<file path="src/rtl/fdsync_pkg.sv">
`default_nettype none
// ============================================================================
//  Module      : fdsync_pkg
//  Description : Shared helpers for the fdsync_bank register bank.
//                - clog2 and select-width derivation
//                - per-channel status flag record
//  Revision    : 1.0  initial release
// ============================================================================
package fdsync_pkg;

    // Ceiling log2 as a constant function, usable in parameter expressions.
    function automatic int clog2(input int value);
        int r;
        int v;
        r = 0;
        v = value - 1;
        while (v > 0) begin
            r = r + 1;
            v = v >> 1;
        end
        return r;
    endfunction

    // Select width: a single-channel bank still needs a one-bit sel port.
    function automatic int cw_of(input int channels);
        return (channels <= 1) ? 1 : clog2(channels);
    endfunction

    // Per-channel status. The data words (shadow/active) are sized by the
    // instantiating WIDTH, so they live beside this record in fdsync_chan.
    typedef struct packed {
        logic pending;
        logic overrun;
    } chan_flags_t;

endpackage : fdsync_pkg
`default_nettype wire

</file>
<file path="src/rtl/fdsync_chan.sv">
`default_nettype none
// ============================================================================
//  Module      : fdsync_chan
//  Description : One double-buffered channel of fdsync_bank.
//                Deferred channels write a shadow word and transfer it to
//                the active word on commit; immediate channels write both
//                words on the same edge.
//  Ports       : clk, reset (async, active-high), d, wr, commit
//                q (active word), shad (shadow word), pending, overrun
//  Revision    : 1.0  initial release
// ============================================================================
module fdsync_chan
    import fdsync_pkg::*;
#(
    parameter int               WIDTH     = 16,
    parameter logic [WIDTH-1:0] RESET_VAL = '0,
    parameter bit               IMMEDIATE = 1'b0
) (
    input  logic             clk,
    input  logic             reset,
    input  logic [WIDTH-1:0] d,
    input  logic             wr,
    input  logic             commit,
    output logic [WIDTH-1:0] q,
    output logic [WIDTH-1:0] shad,
    output logic             pending,
    output logic             overrun
);

    logic [WIDTH-1:0] r_shadow;
    logic [WIDTH-1:0] r_active;
    chan_flags_t      r_flags;

    always_ff @(posedge clk or posedge reset) begin
        if (reset) begin
            r_shadow <= RESET_VAL;
            r_active <= RESET_VAL;
            r_flags  <= '0;
        end else if (IMMEDIATE) begin
            // Behaves as the original load-enable flop; flags never leave 0.
            if (wr) begin
                r_shadow <= d;
                r_active <= d;
            end
        end else begin
            // Active takes the shadow as it stood before this edge, so a
            // write landing together with commit is held for the next commit.
            if (commit && r_flags.pending) begin
                r_active <= r_shadow;
            end
            if (wr) begin
                r_shadow <= d;
            end
            if (wr) begin
                r_flags.pending <= 1'b1;
            end else if (commit) begin
                r_flags.pending <= 1'b0;
            end
            // Commit clears overrun even when a write collides with it.
            if (commit) begin
                r_flags.overrun <= 1'b0;
            end else if (wr && r_flags.pending) begin
                r_flags.overrun <= 1'b1;
            end
        end
    end

    assign q       = r_active;
    assign shad    = r_shadow;
    assign pending = r_flags.pending;
    assign overrun = r_flags.overrun;

endmodule : fdsync_chan
`default_nettype wire

</file>
<file path="src/rtl/fdsync_bank.sv">
`default_nettype none
// ============================================================================
//  Module      : fdsync_bank
//  Description : Bank of CHANNELS double-buffered WIDTH-bit registers with a
//                single atomic commit strobe. Channels flagged in
//                IMMEDIATE_MASK bypass the shadow stage.
//  Ports       : clk        in   clock
//                reset      in   async active-high reset
//                d          in   write data
//                ld         in   write strobe
//                sel        in   channel select
//                commit     in   shadow->active transfer strobe
//                q          out  active words, channel n at [n*WIDTH +: WIDTH]
//                rd_q       out  shadow word of channel sel (combinational)
//                pending    out  per-channel write awaiting commit
//                overrun    out  per-channel sticky double-write flag
//                commit_ack out  pulse after a commit that moved data
//  Revision    : 1.0  initial release
// ============================================================================
module fdsync_bank
    import fdsync_pkg::*;
#(
    parameter int                  WIDTH          = 16,
    parameter int                  CHANNELS       = 4,
    parameter logic [WIDTH-1:0]    RESET_VAL      = '0,
    parameter logic [CHANNELS-1:0] IMMEDIATE_MASK = '0,
    localparam int                 c_CW           = cw_of(CHANNELS)
) (
    input  logic                      clk,
    input  logic                      reset,
    input  logic [WIDTH-1:0]          d,
    input  logic                      ld,
    input  logic [c_CW-1:0]           sel,
    input  logic                      commit,
    output logic [CHANNELS*WIDTH-1:0] q,
    output logic [WIDTH-1:0]          rd_q,
    output logic [CHANNELS-1:0]       pending,
    output logic [CHANNELS-1:0]       overrun,
    output logic                      commit_ack
);

    logic [CHANNELS-1:0]       w_wr;
    logic [CHANNELS*WIDTH-1:0] w_shad;
    logic                      r_commit_ack;

    // Out-of-range sel matches no channel, so such writes are dropped.
    always_comb begin
        w_wr = '0;
        for (int n = 0; n < CHANNELS; n++) begin
            w_wr[n] = ld && (sel == c_CW'(n));
        end
    end

    generate
        for (genvar g = 0; g < CHANNELS; g++) begin : g_chan
            fdsync_chan #(
                .WIDTH     (WIDTH),
                .RESET_VAL (RESET_VAL),
                .IMMEDIATE (IMMEDIATE_MASK[g])
            ) u_chan (
                .clk     (clk),
                .reset   (reset),
                .d       (d),
                .wr      (w_wr[g]),
                .commit  (commit),
                .q       (q[g*WIDTH +: WIDTH]),
                .shad    (w_shad[g*WIDTH +: WIDTH]),
                .pending (pending[g]),
                .overrun (overrun[g])
            );
        end
    endgenerate

    always_comb begin
        rd_q = '0;
        for (int n = 0; n < CHANNELS; n++) begin
            if (sel == c_CW'(n)) begin
                rd_q = w_shad[n*WIDTH +: WIDTH];
            end
        end
    end

    always_ff @(posedge clk or posedge reset) begin
        if (reset) begin
            r_commit_ack <= 1'b0;
        end else begin
            r_commit_ack <= commit && (|pending);
        end
    end

    assign commit_ack = r_commit_ack;

endmodule : fdsync_bank
`default_nettype wire

</file>
<file path="config.mk">
export PLATFORM = sky130hd
export DESIGN_NAME = fdsync_bank
export DESIGN_NICKNAME = d
export VERILOG_FILES = /design/src/rtl/fdsync_pkg.sv /design/src/rtl/fdsync_chan.sv /design/src/rtl/fdsync_bank.sv
export SDC_FILE = /design/constraint.sdc
export NUM_CORES = 1
export LEC_CHECK = 0
export CAP_MARGIN = 20
export CORE_MARGIN = 8
export CORE_UTILIZATION = 51
export CTS_CLUSTER_DIAMETER = 150
export DETAILED_ROUTE_END_ITERATION = 8
export HOLD_SLACK_MARGIN = 0.15
export PLACE_DENSITY = 0.77
export SYNTH_ARGS = -nofsm -noshare
export SYNTH_HDL_FRONTEND = slang
export SYNTH_SLANG_ARGS = --single-unit
</file>
<file path="constraint.sdc">
create_clock -name clk -period 5.9 [get_ports clk]
set_input_delay 1.77 -clock clk [delete_from_list [all_inputs] [get_ports clk]]
set_output_delay 1.77 -clock clk [all_outputs]
set_load 0.01 [all_outputs]
</file>
### Word level (Yosys, flattened, before mapping)

Index checks and enable logic that the tools add are counted.
Widths: inputs -> output; s select.

* word-level logic and storage cells: 60
* memories kept: 0
* ROM bits: 0
* bits in latches: 0
* output and inout bits: 89
* register bits: 137
* input bits: 22
* memory bits (writable): 0

* $mul: 0
* div/mod/pow operators: 0
* muxes and demuxes: 17
* bitwise logic cells: 0
* shifts and indexed selects: 0
* reductions and logical operators: 23
* $add $sub $neg: 0
* equality and inequality tests: 3
* $lt $le $gt $ge: 0

Operators by type and width (number)
* $mux 16: 4
* $reduce_bool 2->1: 8
* $logic_and 1x1->1: 13
* $mux 1: 13
* $eq 2x2->1 const B: 2
* $reduce_or 4->1: 1
* $eq 2x1->1 const B: 1
* $logic_not 2->1: 1

### Logic depth before layout (Yosys ltp)

* depth after elaboration: 5
* gate-level depth with buffers: 4
* gate-level depth less buffers: 2

### Cells and area by module

Synthesis repeated with hierarchy kept, for this count alone.

* cell total of the unflattened synthesis: 327
* area total of the unflattened synthesis: 5749.3 um^2

By module, submodules not included
* fdsync_chan: sequential area each 850.8 um^2, area an instance 1321.3 um^2, cells an instance 75, times used 4
* fdsync_bank: sequential area each 25.0 um^2, area an instance 464.2 um^2, cells an instance 27, times used 1

### Worst setup path after synthesis

No wires, ideal clock.

* path kind: input port to output port
* start point: input port sel[0]
* end point: output port rd_q[11]
* arrival time: 2767 ps
* path buffers: 2
* cell stages on the path: 3
* required time: 4130 ps
* slack: 1363 ps
* cells stage by stage: buf_4 > buf_2 > mux4_2

* cells in the longest elaborated chain, start to end: 5
* elaborated cells between the ends (all ways): 8
* classes of those cells: 3 x eq/ne; 4 x mux; 1 x reduce/logical

Ends and longest elaborated chain
* from (decl): RTL line fdsync_bank.sv:33 `input logic [c_CW-1:0] sel,`
* $logic_not 2->1: RTL line fdsync_bank.sv:77 `if (sel == c_CW'(n)) begin`
* $mux 16 (3 in series): RTL line fdsync_bank.sv:77
* $mux 16 *: RTL line fdsync_bank.sv:77
* to (decl): RTL line fdsync_bank.sv:36 `output logic [WIDTH-1:0] rd_q,`

Mark *: on every way between the ends. The rest lies on a longest branch, timed or not.

### Worst setup path after layout

* start point: input port sel[1]
* end point: output port rd_q[9]

Same word-level chain as after synthesis.

==> results_tabular.tex <==
\begin{tabular}{lr}
\hline
Metric & Value \\
\hline
\multicolumn{2}{l}{\textbf{Status}} \\
Outcome & finished, final reports clean \\
\multicolumn{2}{l}{\textbf{Setup path}} \\
Critical path required time & approximately 4.1 ns \\
CP arrival & about 3.6 ns \\
Worst-path maximum fanout & 14 \\
Category of the worst setup path launch point & input port \\
Slowest CP cell & sky130\_fd\_sc\_hd\_\_clkdlybuf4s50\_1 \\
Cells on worst reg2reg path & 2 \\
Ordered cell list for the critical path & clkdlybuf4s50\_1 > buf\_4 > buf\_4 > mux4\_2 > clkdlybuf4s50\_1 \\
Crit end category & output pin \\
Delay of the slowest critical-path stage & approximately 0.50 ns \\
Startpoint-to-endpoint class of the critical path & input port to output pin \\
\multicolumn{2}{l}{\textbf{Routing}} \\
Met3 WL & between 600 and 700 µm \\
Total iterations of the first detailed-routing run & 4 \\
Max Used Layer & met4 \\
Antenna viol nets, final & 0 \\
Routed met2 length & roughly 6300 µm \\
Post-Route WL & around 13000 µm \\
Number of vias after detailed routing & about 3200 \\
Number of DRC markers in iteration 0 & between 150 and 200 \\
Met1 Routed Length & roughly 5600 µm \\
\# DRC & 0 \\
Drt via density & 5.41 \\
Wire per inst & between 20 and 25 µm \\
\multicolumn{2}{l}{\textbf{Global routing}} \\
Pin count of the biggest net entering global routing & approximately 110 \\
Vias in the first global route & 3609 \\
First-pass GRT wire length & between 20000 and 25000 µm \\
Initial antenna violation count & 0 \\
Overflow left after global routing & 0 \\
GRT Util Overall & approximately 18\% \\
\multicolumn{2}{l}{\textbf{Placement}} \\
Dpl hpwl & between 8000 and 9000 µm \\
GP Congestion & 0.773 \\
Placed inst area & slightly below 0.007 mm² \\
Cell total after placement & 561 \\
Count of buffers inserted at the top-level ports & 110 \\
\multicolumn{2}{l}{\textbf{Cells and area}} \\
Total Nets Final & approximately 460 \\
Area delta synth->final & 31.4\% \\
Post-Layout Inst Area & approximately 0.0073 mm² \\
Fin cells & around 590 \\
Fraction of layout cells with a size suffix above 1 & about two fifths \\
Count of antenna diodes in the layout & 0 \\
Number of fill cells in the layout & roughly 760 \\
\multicolumn{2}{l}{\textbf{Clock network}} \\
Clock-pin slew of the registers on the worst-case setup and hold paths & around 0.060 ns \\
CTS tree & done \\
Clock Sink Count & around 140 \\
CTS Buf Count & 17 \\
Maximum root-to-sink buffer count & 2 \\
Clock insertion delay at the later pin of the skew report & approximately 0.5 ns \\
Root Buffer Master & sky130\_fd\_sc\_hd\_\_clkbuf\_8 \\
Maximum level of the CTS H-tree & 4 \\
Number of buffers inserted by post-CTS setup repair & 0 \\
Post-CTS resize count & 0 \\
Post-CTS Hold Buffers & 0 \\
\multicolumn{2}{l}{\textbf{STA}} \\
Timing-limited maximum frequency & roughly 0.19 GHz \\
RSZ-0062 raised after global routing & false \\
Max\_slew headroom & 24.7\% \\
Number of hold violations in the final report & 0 \\
Worst clock skew & 0.00826 ns \\
Part of the cycle the worst path needs & between 90\% and 100\% \\
Fin crit period & approximately 5.4 ns \\
Total Neg Setup Slack & 0 ns \\
Finish-stage setup viols & 0 \\
Transition time at the pin with the least slew margin & 1.13 ns \\
Number of max-slew violations in the final report & 0 \\
\multicolumn{2}{l}{\textbf{Yosys}} \\
Flip-flop and latch count after synthesis & 137 \\
Post-Syn Instances & 329 \\
Mean post-synth cell area & around 17 µm² \\
Post-Synthesis Net Count & about 350 \\
Library cells used by synthesis & 19 \\
Warnings from Yosys & 0 \\
Portion of the post-synthesis area used by sequential elements & between 60\% and 70\% \\
Post-synth design cell area & about 0.0056 mm² \\
\multicolumn{2}{l}{\textbf{Floorplan}} \\
Height of the chip & 120 µm \\
Total core area & 0.0107 mm² \\
Row Count & 38 \\
Die footprint & 0.0145 mm² \\
Effective utilization at floorplan & between 50 and 60\% \\
Die width & about 120 µm \\
Number of primary I/O pins & about 110 \\
\multicolumn{2}{l}{\textbf{Pwr}} \\
Max IR drop VDD & roughly 0.23 mV \\
Power density of the placed cells & approximately 450 mW/mm² \\
Reported leakage power & 3.14 nW \\
\multicolumn{2}{l}{\textbf{Job}} \\
Max-cap violations & 0 \\
\multicolumn{2}{l}{\textbf{Hold path}} \\
Hold WC Path Type & flop to flop \\
Cell depth of the worst min-delay path & 1 \\
\hline
\end{tabular}
==> power by group <==
| part | total (W) | internal, W | switching [W] |
|---|---|---|---|
| logic | 0.000896 | 0.000578 | 0.000318 |
| registers | 0.00135 | 0.00120 | 0.000156 |
| clock network | 0.00104 | 0.000666 | 0.000375 |
| total | 0.00329 | 0.00244 | 0.000849 |
==> path summary, 6_finish.rpt <==
path,startpoint,end,slack [ns]
hold reg to reg,g_chan[3].u_chan.q[10]$_DFFE_PP0P_,g_chan[3].u_chan.q[10]$_DFFE_PP0P_,0.50
min in group asynchronous,reset,g_chan[3].u_chan.q[14]$_DFFE_PP0P_,1.86
setup / recovery,sel[1],rd_q[9],0.53
hold / removal,g_chan[3].u_chan.q[10]$_DFFE_PP0P_,g_chan[3].u_chan.q[10]$_DFFE_PP0P_,0.50
max in group asynchronous,reset,g_chan[1].u_chan.shad[11]$_DFFE_PP0P_,3.08
setup reg to reg,g_chan[3].u_chan.pending$_DFFE_PP0P_,g_chan[3].u_chan.q[11]$_DFFE_PP0P_,4.18
==> critical path: cells and delay by family <==
kind	cells	cell delay, ns
buffers and inverters	4	1.46
muxes	1	0.36
==> layer usage <==
layer,track usage (%),vias up
li1,-,1417
met1,23.2,1692
met2,29.6,83
met3,4.94,16
met4,6.56,0
met5,0,-
==> cell families (layout without fill, tap and decap cells) <==
family          after synthesis  in the layout  synth area share, %
compound gates                6              6                0.786
buf+inv                      27            151                 3.15
flops                       137            137                 61.6
mux                         144            144                 32.9
simple gates                 15             15                 1.62
==> sequential cells by signal (all words and copies together), names as in the netlist <==
| name | flops |
|---|---|
| commit_ack | 1 |
| g_chan.u_chan.overrun | 4 |
| g_chan.u_chan.pending | 4 |
| g_chan.u_chan.q | 64 |
| g_chan.u_chan.shad | 64 |
==> area by class of cell <==
cell class	count	area, µm²	share of cell area, %
repair buffers	114	1140	15.6
inverters	5	23.8	0.325
clock inverters	7	116	1.59
multi-input cells	165	1970	26.9
clock buffers	25	464	6.34
well taps	140	175	2.39
flip-flops and latches	137	3430	46.9
==> cells in the mapped netlist <==
cell type / n / share of area (%)
sky130_fd_sc_hd__buf_2: 10 / 0.90
sky130_fd_sc_hd__mux4_2: 16 / 6.5
sky130_fd_sc_hd__nand3_2: 1 / 0.18
sky130_fd_sc_hd__o41a_1: 1 / 0.20
sky130_fd_sc_hd__or3b_1: 1 / 0.16
sky130_fd_sc_hd__dfrtp_1: 137 / 62
sky130_fd_sc_hd__inv_1: 5 / 0.34
sky130_fd_sc_hd__buf_12: 1 / 0.36
sky130_fd_sc_hd__o21ai_0: 1 / 0.090
sky130_fd_sc_hd__buf_4: 10 / 1.3
sky130_fd_sc_hd__mux2_2: 120 / 24
sky130_fd_sc_hd__nand2_1: 7 / 0.47
sky130_fd_sc_hd__nand3b_2: 2 / 0.40
sky130_fd_sc_hd__nor2_1: 1 / 0.067
sky130_fd_sc_hd__a41oi_1: 1 / 0.16
sky130_fd_sc_hd__buf_6: 1 / 0.20
sky130_fd_sc_hd__o22ai_1: 3 / 0.34
sky130_fd_sc_hd__nand2b_1: 3 / 0.34
sky130_fd_sc_hd__mux2_4: 8 / 2.2
==> through the flow <==
stage / util, % / setup WS, ns / total power [W] / hold slack, ns
6_report: 68.1 / 0.525 / 0.00329 / 0.504
3_3_place_gp: 62.7 / 0.552 / 0.00225 / 0.487
3_5_place_dp: 62.7 / 0.504 / 0.00228 / 0.493
4_1_cts: 68.1 / 0.506 / 0.00333 / 0.506
5_1_grt: 68.1 / 0.452 / 0.00343 / 0.515
2_1_floorplan: - / 0.462 / 0.00175 / 0.467
==> cell usage in the layout, fill, tap and decap left out <==
| master | instances |
|---|---|
| sky130_fd_sc_hd__mux2_2 | 120 |
| sky130_fd_sc_hd__bufinv_16 | 3 |
| sky130_fd_sc_hd__nand3_2 | 1 |
| sky130_fd_sc_hd__mux4_2 | 16 |
| sky130_fd_sc_hd__clkbuf_16 | 16 |
| sky130_fd_sc_hd__inv_6 | 1 |
| sky130_fd_sc_hd__clkinv_4 | 1 |
| sky130_fd_sc_hd__nand2_1 | 7 |
| sky130_fd_sc_hd__a41oi_1 | 1 |
| sky130_fd_sc_hd__buf_4 | 3 |
| sky130_fd_sc_hd__clkbuf_8 | 3 |
| sky130_fd_sc_hd__clkinv_2 | 2 |
| sky130_fd_sc_hd__clkinvlp_4 | 1 |
| sky130_fd_sc_hd__o22ai_1 | 3 |
| sky130_fd_sc_hd__o21ai_0 | 1 |
| sky130_fd_sc_hd__buf_12 | 1 |
| sky130_fd_sc_hd__or3b_1 | 1 |
| sky130_fd_sc_hd__clkbuf_1 | 6 |
| sky130_fd_sc_hd__dfrtp_1 | 137 |
| sky130_fd_sc_hd__nand2b_1 | 3 |
| sky130_fd_sc_hd__clkdlybuf4s50_1 | 110 |
| sky130_fd_sc_hd__mux2_4 | 8 |
| sky130_fd_sc_hd__o41a_1 | 1 |
| sky130_fd_sc_hd__nand3b_2 | 2 |
| sky130_fd_sc_hd__nor2_1 | 1 |
| sky130_fd_sc_hd__inv_1 | 4 |
Power figures use the tool's default switching activity.
